===== config.mk =====
export PLATFORM = sky130hd
export DESIGN_NAME = t09_score_tracker
export DESIGN_NICKNAME = d
export VERILOG_FILES = /design/src/rtl/t09_score_tracker.sv
export SDC_FILE = /design/constraint.sdc
export NUM_CORES = 1
export LEC_CHECK = 0
export CELL_PAD_IN_SITES_DETAIL_PLACEMENT = 1
export CELL_PAD_IN_SITES_GLOBAL_PLACEMENT = 2
export CORE_AREA = 2 2 77 79
export DETAILED_ROUTE_END_ITERATION = 8
export DIE_AREA = 0 0 79 81
export DONT_BUFFER_PORTS = 1
export PLACE_DENSITY = 0.94
export SYNTH_ARGS = -nofsm -noshare
export SYNTH_HDL_FRONTEND = slang
export SYNTH_SLANG_ARGS = --single-unit

===== constraint.sdc =====
create_clock -name clk -period 5.2 [get_ports clk]
set_input_delay 1.3 -clock clk [delete_from_list [all_inputs] [get_ports clk]]
set_output_delay 1.3 -clock clk [all_outputs]
set_load 0.02 [all_outputs]

===== src/rtl/t09_score_tracker.sv =====
// Score tracker: BCD running score, session high score and game state.
// Consumes single-cycle collision pulses and emits a score sound pulse.
module t09_score_tracker #(
    parameter int DIGITS    = 3,
    parameter int WIN_SCORE = 50
) (
    input  logic                clk,
    input  logic                rst,
    input  logic                start,
    input  logic                goodColl,
    input  logic                badColl,
    output logic [4*DIGITS-1:0] score,
    output logic [4*DIGITS-1:0] high_score,
    output logic [1:0]          state,
    output logic                score_pulse
);

    typedef enum logic [1:0] {
        IDLE = 2'b00,
        PLAY = 2'b01,
        LOSE = 2'b10,
        WIN  = 2'b11
    } state_t;

    function automatic logic [4*DIGITS-1:0] to_bcd(input int v);
        int r;
        r = v;
        to_bcd = '0;
        for (int i = 0; i < DIGITS; i++) begin
            to_bcd[4*i +: 4] = 4'(r % 10);
            r = r / 10;
        end
    endfunction

    localparam logic [4*DIGITS-1:0] WIN_BCD = to_bcd(WIN_SCORE);

    state_t              state_q, state_d;
    logic [4*DIGITS-1:0] score_q, score_d;
    logic [4*DIGITS-1:0] high_q, high_d;
    logic                pulse_q, pulse_d;

    logic [4*DIGITS-1:0] inc;
    logic                carry;
    logic                all9;

    // BCD increment with ripple carry; all9 flags the saturation point
    always_comb begin
        inc   = score_q;
        carry = 1'b1;
        all9  = 1'b1;
        for (int i = 0; i < DIGITS; i++) begin
            if (score_q[4*i +: 4] != 4'd9) all9 = 1'b0;
            if (carry) begin
                if (score_q[4*i +: 4] == 4'd9) begin
                    inc[4*i +: 4] = 4'd0;
                end else begin
                    inc[4*i +: 4] = score_q[4*i +: 4] + 4'd1;
                    carry         = 1'b0;
                end
            end
        end
    end

    // Next-state, score and high-score update
    always_comb begin
        state_d = state_q;
        score_d = score_q;
        high_d  = high_q;
        pulse_d = 1'b0;
        unique case (state_q)
            IDLE, LOSE, WIN: begin
                if (start) begin
                    state_d = PLAY;
                    score_d = '0;
                end
            end
            PLAY: begin
                if (badColl) begin
                    state_d = LOSE;
                    if (score_q > high_q) high_d = score_q;
                end else if (goodColl && !all9) begin
                    score_d = inc;
                    if (inc == WIN_BCD) begin
                        // Winning increment: the pulse is suppressed so it
                        // never shows up while the state reads WIN.
                        state_d = WIN;
                        if (inc > high_q) high_d = inc;
                    end else begin
                        pulse_d = 1'b1;
                    end
                end
            end
            default: state_d = IDLE;
        endcase
    end

    // State and output registers
    always_ff @(posedge clk or posedge rst) begin
        if (rst) begin
            state_q <= IDLE;
            score_q <= '0;
            high_q  <= '0;
            pulse_q <= 1'b0;
        end else begin
            state_q <= state_d;
            score_q <= score_d;
            high_q  <= high_d;
            pulse_q <= pulse_d;
        end
    end

    assign score       = score_q;
    assign high_score  = high_q;
    assign state       = state_q;
    assign score_pulse = pulse_q;

endmodule

### Word level (Yosys, flattened, before mapping)

Index checks and enable logic that the tools add are counted.

| word-level totals | value |
|---|---|
| flip-flop bits (word level) | 27 |
| bits of input ports | 5 |
| output and inout bits | 27 |
| word-level logic and storage cells | 64 |

| cells by class | value |
|---|---|
| add/sub/neg operators | 3 |
| $lt $le $gt $ge | 2 |
| equality and inequality tests | 16 |
| mux-type cells | 29 |
| reductions and logical operators | 10 |

Operators by type and width:

| operator | number |
|---|---|
| 2-to-1 mux 12 bit | 8 |
| > comparator 12 bit | 2 |
| case mux 12 bit (2 select lines) | 1 |
| 2-to-1 mux 4 bit | 5 |
| adder 4 x 1 -> 4 bit (second input constant) | 3 |
| equality test 12 x 7 -> 1 bit (second input constant) | 1 |
| equality test 4 bit (second input constant) | 3 |
| inequality test 4 bit (second input constant) | 3 |
| 2-to-1 mux 1 bit | 10 |
| 2-to-1 mux 2 bit | 4 |
| inequality test 2 bit (second input constant) | 3 |
| inequality test 3 bit (second input constant) | 2 |
| AND reduction 3 bit | 2 |
| nonzero test 2 bit | 3 |
| AND reduction 5 bit | 1 |
| equality test 2 bit (second input constant) | 2 |
| case mux 2 bit (2 select lines) | 1 |
| OR reduction 3 bit | 1 |
| equality test 2 x 1 -> 1 bit (second input constant) | 1 |
| logical NOT 2 bit | 1 |
| inequality test 2 x 1 -> 1 bit (second input constant) | 1 |
| logical AND 1 bit | 1 |
| logical NOT 1 bit | 1 |

### Longest topological paths before layout

Gate-level depths: netlist (run 1).

| depth | value |
|---|---|
| word-level depth | 9 |
| gate-level depth with buffers | 14 |
| mapped depth without buffers | 12 |

### Worst setup path after synthesis (run 1)

Ideal clock, no wire load.

| timing path | value |
|---|---|
| path type | register to register |
| start point | register score_q[3], in the netlist score[3] |
| end point | register high_q[0], in the netlist high_score[0] |
| setup time | 0.125 ns |
| data arrival time | 3.258 ns |
| data required time | 5.075 ns |
| slack | 1.817 ns |
| cell stages (with the launch flop) | 14 |
| period minus slack after synthesis | 3.383 ns |
| cells stage by stage | dfrtp_1 -> buf_2 -> and4bb_1 -> buf_6 -> nand2_1 -> mux2_2 -> ha_1 -> a21o_1 -> nand3_1 -> a21oi_1 -> a2111oi_0 -> o41ai_4 -> buf_6 -> mux2_4 |

| between the ends | value |
|---|---|
| longest elaborated chain between the ends | 8 |

RTL lines:

| what | line | RTL |
|---|---|---|
| from (decl) | 38 | `logic [4*DIGITS-1:0] score_q, score_d;` |
| from (signal assigned) | 106 | `score_q <= score_d;` |
| branches (longest 8 deep; another with > comparator 12 bit) | -- |  |
| to (signal assigned) | 107 | `high_q <= high_d;` |
| to (decl) | 39 | `logic [4*DIGITS-1:0] high_q, high_d;` |

Several ways; the timed one is not identified. The select of a mux whose other input is x is not followed.
A chain may end at the register's enable or synchronous reset.

### Worst setup path after layout (run 1)

| timing path | value |
|---|---|
| start point | register score_q[0], in the netlist score[0] |
| end point | register high_q[7], in the netlist high_score[7] |

Same word-level chain as after synthesis.

==> impl_metrics.py, run 1 <==
metrics = {
    "floorplanning": {
        "initial_util": 0.403,
        "floorplan.core_area_mm2": 0.00568,
        "io_pins": 32,
        "num_rows": 28,
        "die_area_mm2": 0.00640,
        "die_x_um": 79,
        "chip_height_um": 81,
    },
    "worst_setup_path": {
        "start_kind": "flop",
        "critical_path_class": "reg2reg",
        "critPathArrivalTime_ns": 4.43,
        "type_of_element_capturing_the_critical_path": "flop",
        "cell_by_cell_listing_of_the_critical_path": "and4bb_1 -> and2_1 -> nor2_1 -> a21oi_1 -> inv_1 -> ha_1 -> nand4_1 -> a211oi_1 -> a2111oi_0 -> o41ai_4 -> mux2_2",
        "timing.critical_path.slowest_stage_cell": "sky130_fd_sc_hd__o41ai_4",
        "worst-path-max-fanout": 13,
        "critical-path-max-stage-delay_ns": 0.91,
        "setup.reg_to_reg.worst_slack_ns": 0.95,
        "worst_ep_required_time_ns": 5.38,
    },
    "power_and_ir_drop": {
        "max-vdd-ir-drop_mv": 0.141,
        "p_int_mw": 0.319,
        "power.density_cell_area_mw_per_mm2": 215,
        "leakage_power_nw": 1.15,
        "reported_net_switching_power_mw": 0.185,
        "share_comb_of_total_power": 0.211,
        "fraction_of_power_spent_switching_nets": 0.367,
        "share_seq_of_total_power": 0.537,
        "clkPwrFrac": 0.252,
    },
    "timing": {
        "timing.final.crit_period_ns": 4.25,
        "finalCritPeriodShare": 0.818,
        "worst_pin_slew_ns": 1.12,
        "setup_slack_of_the_critical_path_after_layout_ns": 0.946,
        "max-slew-margin-rel": 0.253,
        "fmax_mhz": 235,
        "finalSetupViolCount": 0,
        "timing_hold_violations_final": 0,
        "drv_slew": 0,
        "timing.clock.skew_ns": 0.00537,
        "setup_total_negative_slack_ns": 0,
        "rsz_0062_raised_after_global_routing": "false",
    },
    "yosys": {
        "synth_enable_flop_cells": 0,
        "synth_area_leaders": "sky130_fd_sc_hd__dfrtp_1, sky130_fd_sc_hd__ha_1, sky130_fd_sc_hd__mux2i_1",
        "synthesis.nets": 285,
        "synth_seq_cells": 27,
        "synth_async_sr_flop_share": 1.00,
        "post-synth-top-area-fraction": 0.296,
        "synth-warning-count": 0,
        "count_leader_synth": "sky130_fd_sc_hd__dfrtp_1",
        "dominantRegCellSynth": "sky130_fd_sc_hd__dfrtp_1",
        "netlist_area_pre_place_mm2": 0.00228,
        "synth.cells.most_frequent": "sky130_fd_sc_hd__dfrtp_1, sky130_fd_sc_hd__ha_1, sky130_fd_sc_hd__inv_1",
        "postSynthCellCount": 254,
        "synth_area_leader_cell": "sky130_fd_sc_hd__dfrtp_1",
        "synthDistinctLibCells": 51,
        "syn_avg_cell_area_um2": 8.99,
        "sequential_fraction_of_the_synthesis_area": 0.296,
    },
    "final_layout": {
        "area_growth_syn_to_layout_pct": 2.85,
        "final_core_utilization": 0.414,
        "nets": 277,
        "number_of_fill_cells": 709,
        "drive_gt1_frac": 0.0653,
        "antenna_cells_inserted": 0,
        "fin_cells": 320,
    },
    "global_routing": {
        "aggregate_global_routing_overflow": 0,
        "tot_gr_track_use": 0.204,
        "pin_count_of_the_biggest_net_entering_global_routing": 28,
        "grt_antenna_before_repair": 0,
        "wire_length_of_the_first_global_routing_pass_um": 10000,
        "vias_in_the_first_global_route": 1890,
    },
    "clock_tree": {
        "ctsResizeCount": 0,
        "cts_htree_levels": 1,
        "number_of_buffers_inserted_by_hold_repair_at_cts": 0,
        "clock_tree.root_cell": "sky130_fd_sc_hd__clkbuf_8",
        "num_cts_buffers": 3,
        "postCtsSetupBuffers": 0,
        "cts_tree": "yes",
        "clkSinkCount": 27,
        "worst_skew_pair.late_latency_ns": 0.28,
        "clkSlewWorstSetupHoldPaths_ns": 0.10,
        "clk_path_buf_depth": 2,
    },
    "drt": {
        "vias_per_cell": 5.81,
        "dr_total_vias": 1859,
        "route.detailed.wl_per_inst_um": 19.1,
        "initialDrtViolationCount": 90,
        "route.detailed.drc": 0,
        "firstDrtPassIters": 4,
        "drtAntennaViolNets": 0,
        "routed_wl_um": 6120,
    },
    "worst_hold_path": {
        "hold_class": "reg2reg",
    },
    "placement": {
        "place.detailed.hpwl_um": 4580,
        "dp_worst_setup_slack_ns": 1.06,
        "gp_congestion": 0.838,
        "input_output_buffers": 0,
        "dp.cells": 316,
    },
    "outcome": {
        "status": "finished clean",
    },
    "run": {
        "cap_violations": 0,
    },
}
[state kept, by name, summed over array words and instances (netlist names)]
signal       cells
score_pulse      1
score           12
state            2
high_score      12
[metrics by stage]
stage	instance area [µm²]	power, mW	hold slack [ns]
after global routing	2350	0.539	0.765
after detailed placement	2300	0.383	0.716
final	2350	0.504	0.721
after CTS	2350	0.514	0.736
after global placement	2300	0.378	0.673
after floorplan	2280	0.356	0.643
[per-layer routing]
| layer | track usage | vias up | share of wire |
|---|---|---|---|
| met5 | 0 | - | 0 |
| met4 | 0.0621 | 0 | 0.017 |
| met3 | 0.0278 | 9 | 0.027 |
| met2 | 0.346 | 26 | 0.49 |
| met1 | 0.270 | 928 | 0.47 |
| li1 | - | 896 | - |
[power groups by stage]
stage                     clock network, mW  logic [mW]  registers, mW
after floorplan                           0      0.0989          0.257
after global placement                    0       0.105          0.273
after detailed placement                  0       0.108          0.275
after CTS                             0.135       0.108          0.271
after global routing                  0.141       0.123          0.276
final                                 0.127       0.106          0.271
[layout make-up]
type / instances / area (µm²) / area share
inverter: 20 / 75.1 / 0.0319
tap: 75 / 93.8 / 0.0399
multi-input combinational: 193 / 1450 / 0.618
sequential: 27 / 676 / 0.288
clock buffer: 4 / 45.0 / 0.0192
timing repair buffer: 1 / 7.51 / 0.00319
[final timing paths]
kind,startpoint,end,cells after the start
worst max-delay path,score[0],high_score[7],11
worst min-delay path,high_score[5],high_score[5],2
worst max register to register,score[0],high_score[7],11
worst min register to register,high_score[5],high_score[5],2
max in group asynchronous,rst,high_score[8],1
min in group asynchronous,rst,high_score[7],1
[kinds of logic (layout without fill, tap and decap cells)]
group | count (synthesis) | after routing | share of synthesized area
mux | 21 | 21 | 0.0997
flops | 27 | 27 | 0.296
simple gates | 86 | 86 | 0.209
buf+inv | 34 | 25 | 0.0685
fa+ha+maj | 26 | 26 | 0.142
xor+xnor | 7 | 7 | 0.0268
compound gates | 53 | 53 | 0.158
[critical path: cells and delay by family, from the launching register on]
kind	cells	cell delay (ns)
fa+ha+maj	1	0.30
simple gates	4	1.13
compound gates	4	1.50
mux	1	0.42
flops	1	0.71
buf+inv	1	0.08
[layout by cell type, fill, tap and decap left out, types with 3 or more instances in the layout]
| master | n |
|---|---|
| sky130_fd_sc_hd__clkbuf_8 | 3 |
| sky130_fd_sc_hd__and2_1 | 6 |
| sky130_fd_sc_hd__nand3b_1 | 3 |
| sky130_fd_sc_hd__nor3_1 | 3 |
| sky130_fd_sc_hd__dfrtp_1 | 27 |
| sky130_fd_sc_hd__mux2_2 | 6 |
| sky130_fd_sc_hd__nor2b_1 | 4 |
| sky130_fd_sc_hd__mux2i_1 | 13 |
| sky130_fd_sc_hd__ha_1 | 26 |
| sky130_fd_sc_hd__o21ai_0 | 12 |
| sky130_fd_sc_hd__nand4_1 | 5 |
| sky130_fd_sc_hd__xnor2_1 | 6 |
| sky130_fd_sc_hd__nor2_1 | 17 |
| sky130_fd_sc_hd__inv_1 | 20 |
| sky130_fd_sc_hd__a21oi_1 | 13 |
| sky130_fd_sc_hd__nand2_1 | 14 |
| sky130_fd_sc_hd__nand3_1 | 15 |
| sky130_fd_sc_hd__nand2b_1 | 7 |
(Power assumes the default switching activity.)
==> inputs of run 2 (changes only) <==
Settings changed: CORE_AREA 2 2 77 79 to 2 2 84 86, DIE_AREA 0 0 79 81 to 0 0 86 88, PLACE_DENSITY 0.94 to 0.85.
Clock period 5.2 ns to 3.9 ns, I/O delays scaled along.
==> run 2 against run 1 <==
Die area grew 18%. Power grew 38%. Global-route usage shrank 3.3 points. Clock power is 39% higher. Register-to-register slack got worse by 0.56 ns. Hold slack gained 0.0045 ns. Core utilization is 4.4 points lower. Clock-buffer cell count is 1 lower. Critical endpoint is now high_score[3]. Largest cell class unchanged. Highest routed layer unchanged.
==> impl_metrics.py, run 2 (synthesized netlist as in run 1, its figures left out) <==
metrics = {
    "final_layout": {
        "number_of_fill_cells": 788,
        "drive_gt1_frac": 0.116,
        "most-common-layout-cells": "sky130_fd_sc_hd__dfrtp_1, sky130_fd_sc_hd__ha_1, sky130_fd_sc_hd__inv_1",
        "mostFrequentLayoutCell": "sky130_fd_sc_hd__dfrtp_1",
        "nets": 290,
        "final_core_utilization": 0.370,
        "area_growth_syn_to_layout_pct": 7.56,
        "antenna_cells_inserted": 0,
        "fin_cells": 338,
    },
    "placement": {
        "input_output_buffers": 0,
        "dp.cells": 334,
        "place.detailed.hpwl_um": 4900,
        "gp_congestion": 0.835,
    },
    "drt": {
        "route.detailed.wl_per_inst_um": 18.8,
        "firstDrtPassIters": 4,
        "dr_total_vias": 1896,
        "initialDrtViolationCount": 50,
        "vias_per_cell": 5.61,
        "drtAntennaViolNets": 0,
        "route.detailed.drc": 0,
        "routed_wl_um": 6360,
    },
    "floorplanning": {
        "floorplan.core_area_mm2": 0.00664,
        "io_pins": 32,
        "die_area_mm2": 0.00757,
        "chip_height_um": 88,
        "initial_util": 0.344,
        "die_x_um": 86,
        "num_rows": 30,
    },
    "timing": {
        "fin_hold_ws_ns": 0.726,
        "timing.clock.skew_ns": 0.00306,
        "fmax_mhz": 285,
        "rsz_0062_raised_after_global_routing": "false",
        "finalSetupViolCount": 0,
        "max-slew-margin-rel": 0.261,
        "finalCritPeriodShare": 0.901,
        "timing_hold_violations_final": 0,
        "setup_total_negative_slack_ns": 0,
        "drv_slew": 0,
        "timing.final.crit_period_ns": 3.51,
        "worst_pin_slew_ns": 1.11,
    },
    "clock_tree": {
        "clock_tree.root_cell": "sky130_fd_sc_hd__clkbuf_8",
        "ctsResizeCount": 0,
        "number_of_buffers_inserted_by_hold_repair_at_cts": 0,
        "worst_skew_pair.late_latency_ns": 0.28,
        "cts_htree_levels": 1,
        "clkSlewWorstSetupHoldPaths_ns": 0.11,
        "postCtsSetupBuffers": 0,
        "clkSinkCount": 27,
        "cts_tree": "yes",
        "num_cts_buffers": 3,
        "clk_path_buf_depth": 2,
    },
    "worst_hold_path": {
        "hold_depth": 1,
        "hold-path-endpoint": "state[0]",
        "hold_class": "reg2reg",
        "hold_path_startpoint": "state[0]",
    },
    "worst_setup_path": {
        "cell_by_cell_listing_of_the_critical_path": "inv_1 -> ha_1 -> and3b_1 -> nor2_1 -> mux2_4 -> ha_1 -> nand4_1 -> a211oi_1 -> a2111oi_0 -> buf_4 -> o41ai_4 -> buf_4 -> mux2_2",
        "critical-path-max-stage-delay_ns": 0.59,
        "r2r_start": "score[9]",
        "worst-path-max-fanout": 9,
        "critical_path_class": "reg2reg",
        "type_of_element_capturing_the_critical_path": "flop",
        "timing.critical_path.slowest_stage_cell": "sky130_fd_sc_hd__dfrtp_1",
        "worst_ep_required_time_ns": 4.08,
        "r2r.worst_path.cells": 13,
        "reg2reg_to": "high_score[3]",
        "critPathArrivalTime_ns": 3.69,
        "setup.reg_to_reg.worst_slack_ns": 0.39,
        "start_kind": "flop",
    },
    "global_routing": {
        "wire_length_of_the_first_global_routing_pass_um": 10000,
        "aggregate_global_routing_overflow": 0,
        "pin_count_of_the_biggest_net_entering_global_routing": 28,
        "tot_gr_track_use": 0.171,
        "vias_in_the_first_global_route": 1938,
        "grt_antenna_before_repair": 0,
    },
    "power_and_ir_drop": {
        "max-vdd-ir-drop_mv": 0.190,
        "p_int_mw": 0.439,
        "fraction_of_power_spent_switching_nets": 0.368,
        "clkPwrFrac": 0.253,
        "power.density_cell_area_mw_per_mm2": 282,
        "share_comb_of_total_power": 0.275,
        "share_seq_of_total_power": 0.472,
        "leakage_power_nw": 1.21,
        "reported_net_switching_power_mw": 0.255,
    },
    "outcome": {
        "status": "finished clean",
    },
    "run": {
        "cap_violations": 0,
    },
}
-- run 2: cell count changes in the layout (fill, tap and decap cells not counted), sizes merged --
| cell | previous run | this run |
|---|---|---|
| clkinvlp | 0 | 1 |
| clkbuf | 4 | 3 |
| buf | 1 | 14 |
-- run 2: worst max-delay path: cells and delay by family (launching register included) --
family	cells	cell delay [ns]
buffers and inverters	3	0.57
DFF	1	0.59
muxes	2	0.67
and+or+nand+nor	3	0.52
AOI/OAI and AO/OA	3	0.56
adders and majority gates	2	0.51
-- run 2: worst max path at each step --
stage | startpoint | to | slack [ns] | cells past startpoint
2_1_floorplan | score[3] | high_score[0] | 0.52 | 13
3_3_place_gp | score[9] | high_score[3] | 0.50 | 13
3_5_place_dp | score[1] | high_score[7] | 0.45 | 13
4_1_cts | score[1] | high_score[7] | 0.42 | 13
5_1_grt | score[1] | high_score[7] | 0.21 | 13
6_report | score[9] | high_score[3] | 0.39 | 13
-- run 2: through the flow --
stage / cell area, µm² / worst slack [ns] / power [mW]
floorplan: 2280 / 0.517 / 0.475
global placement: 2410 / 0.501 / 0.517
detailed placement: 2410 / 0.452 / 0.526
CTS: 2460 / 0.419 / 0.705
global route: 2460 / 0.211 / 0.738
finish: 2460 / 0.386 / 0.694
-- run 2: metal layers --
layer	GRT usage	wire length, µm
met3	0.0330	314
met1	0.219	3010
met4	0.0390	47
met2	0.299	2990
met5	0	0
-- run 2: final cells by class --
| class | count | area, µm² | area share |
|---|---|---|---|
| Clock buffer | 3 | 41.3 | 0.0168 |
| Clock inverter | 1 | 7.51 | 0.00305 |
| Inverter | 20 | 75.1 | 0.0305 |
| Multi-Input combinational cell | 193 | 1450 | 0.591 |
| Sequential cell | 27 | 676 | 0.275 |
| Tap cell | 80 | 100 | 0.0407 |
| Timing Repair Buffer | 14 | 105 | 0.0428 |
-- run 2: power by group through the flow --
stage	logic [mW]	clock network (mW)	registers (mW)
floorplan	0.132	0	0.343
global placement	0.186	0	0.332
detailed placement	0.194	0	0.333
CTS	0.194	0.183	0.328
global route	0.216	0.190	0.332
finish	0.191	0.176	0.327
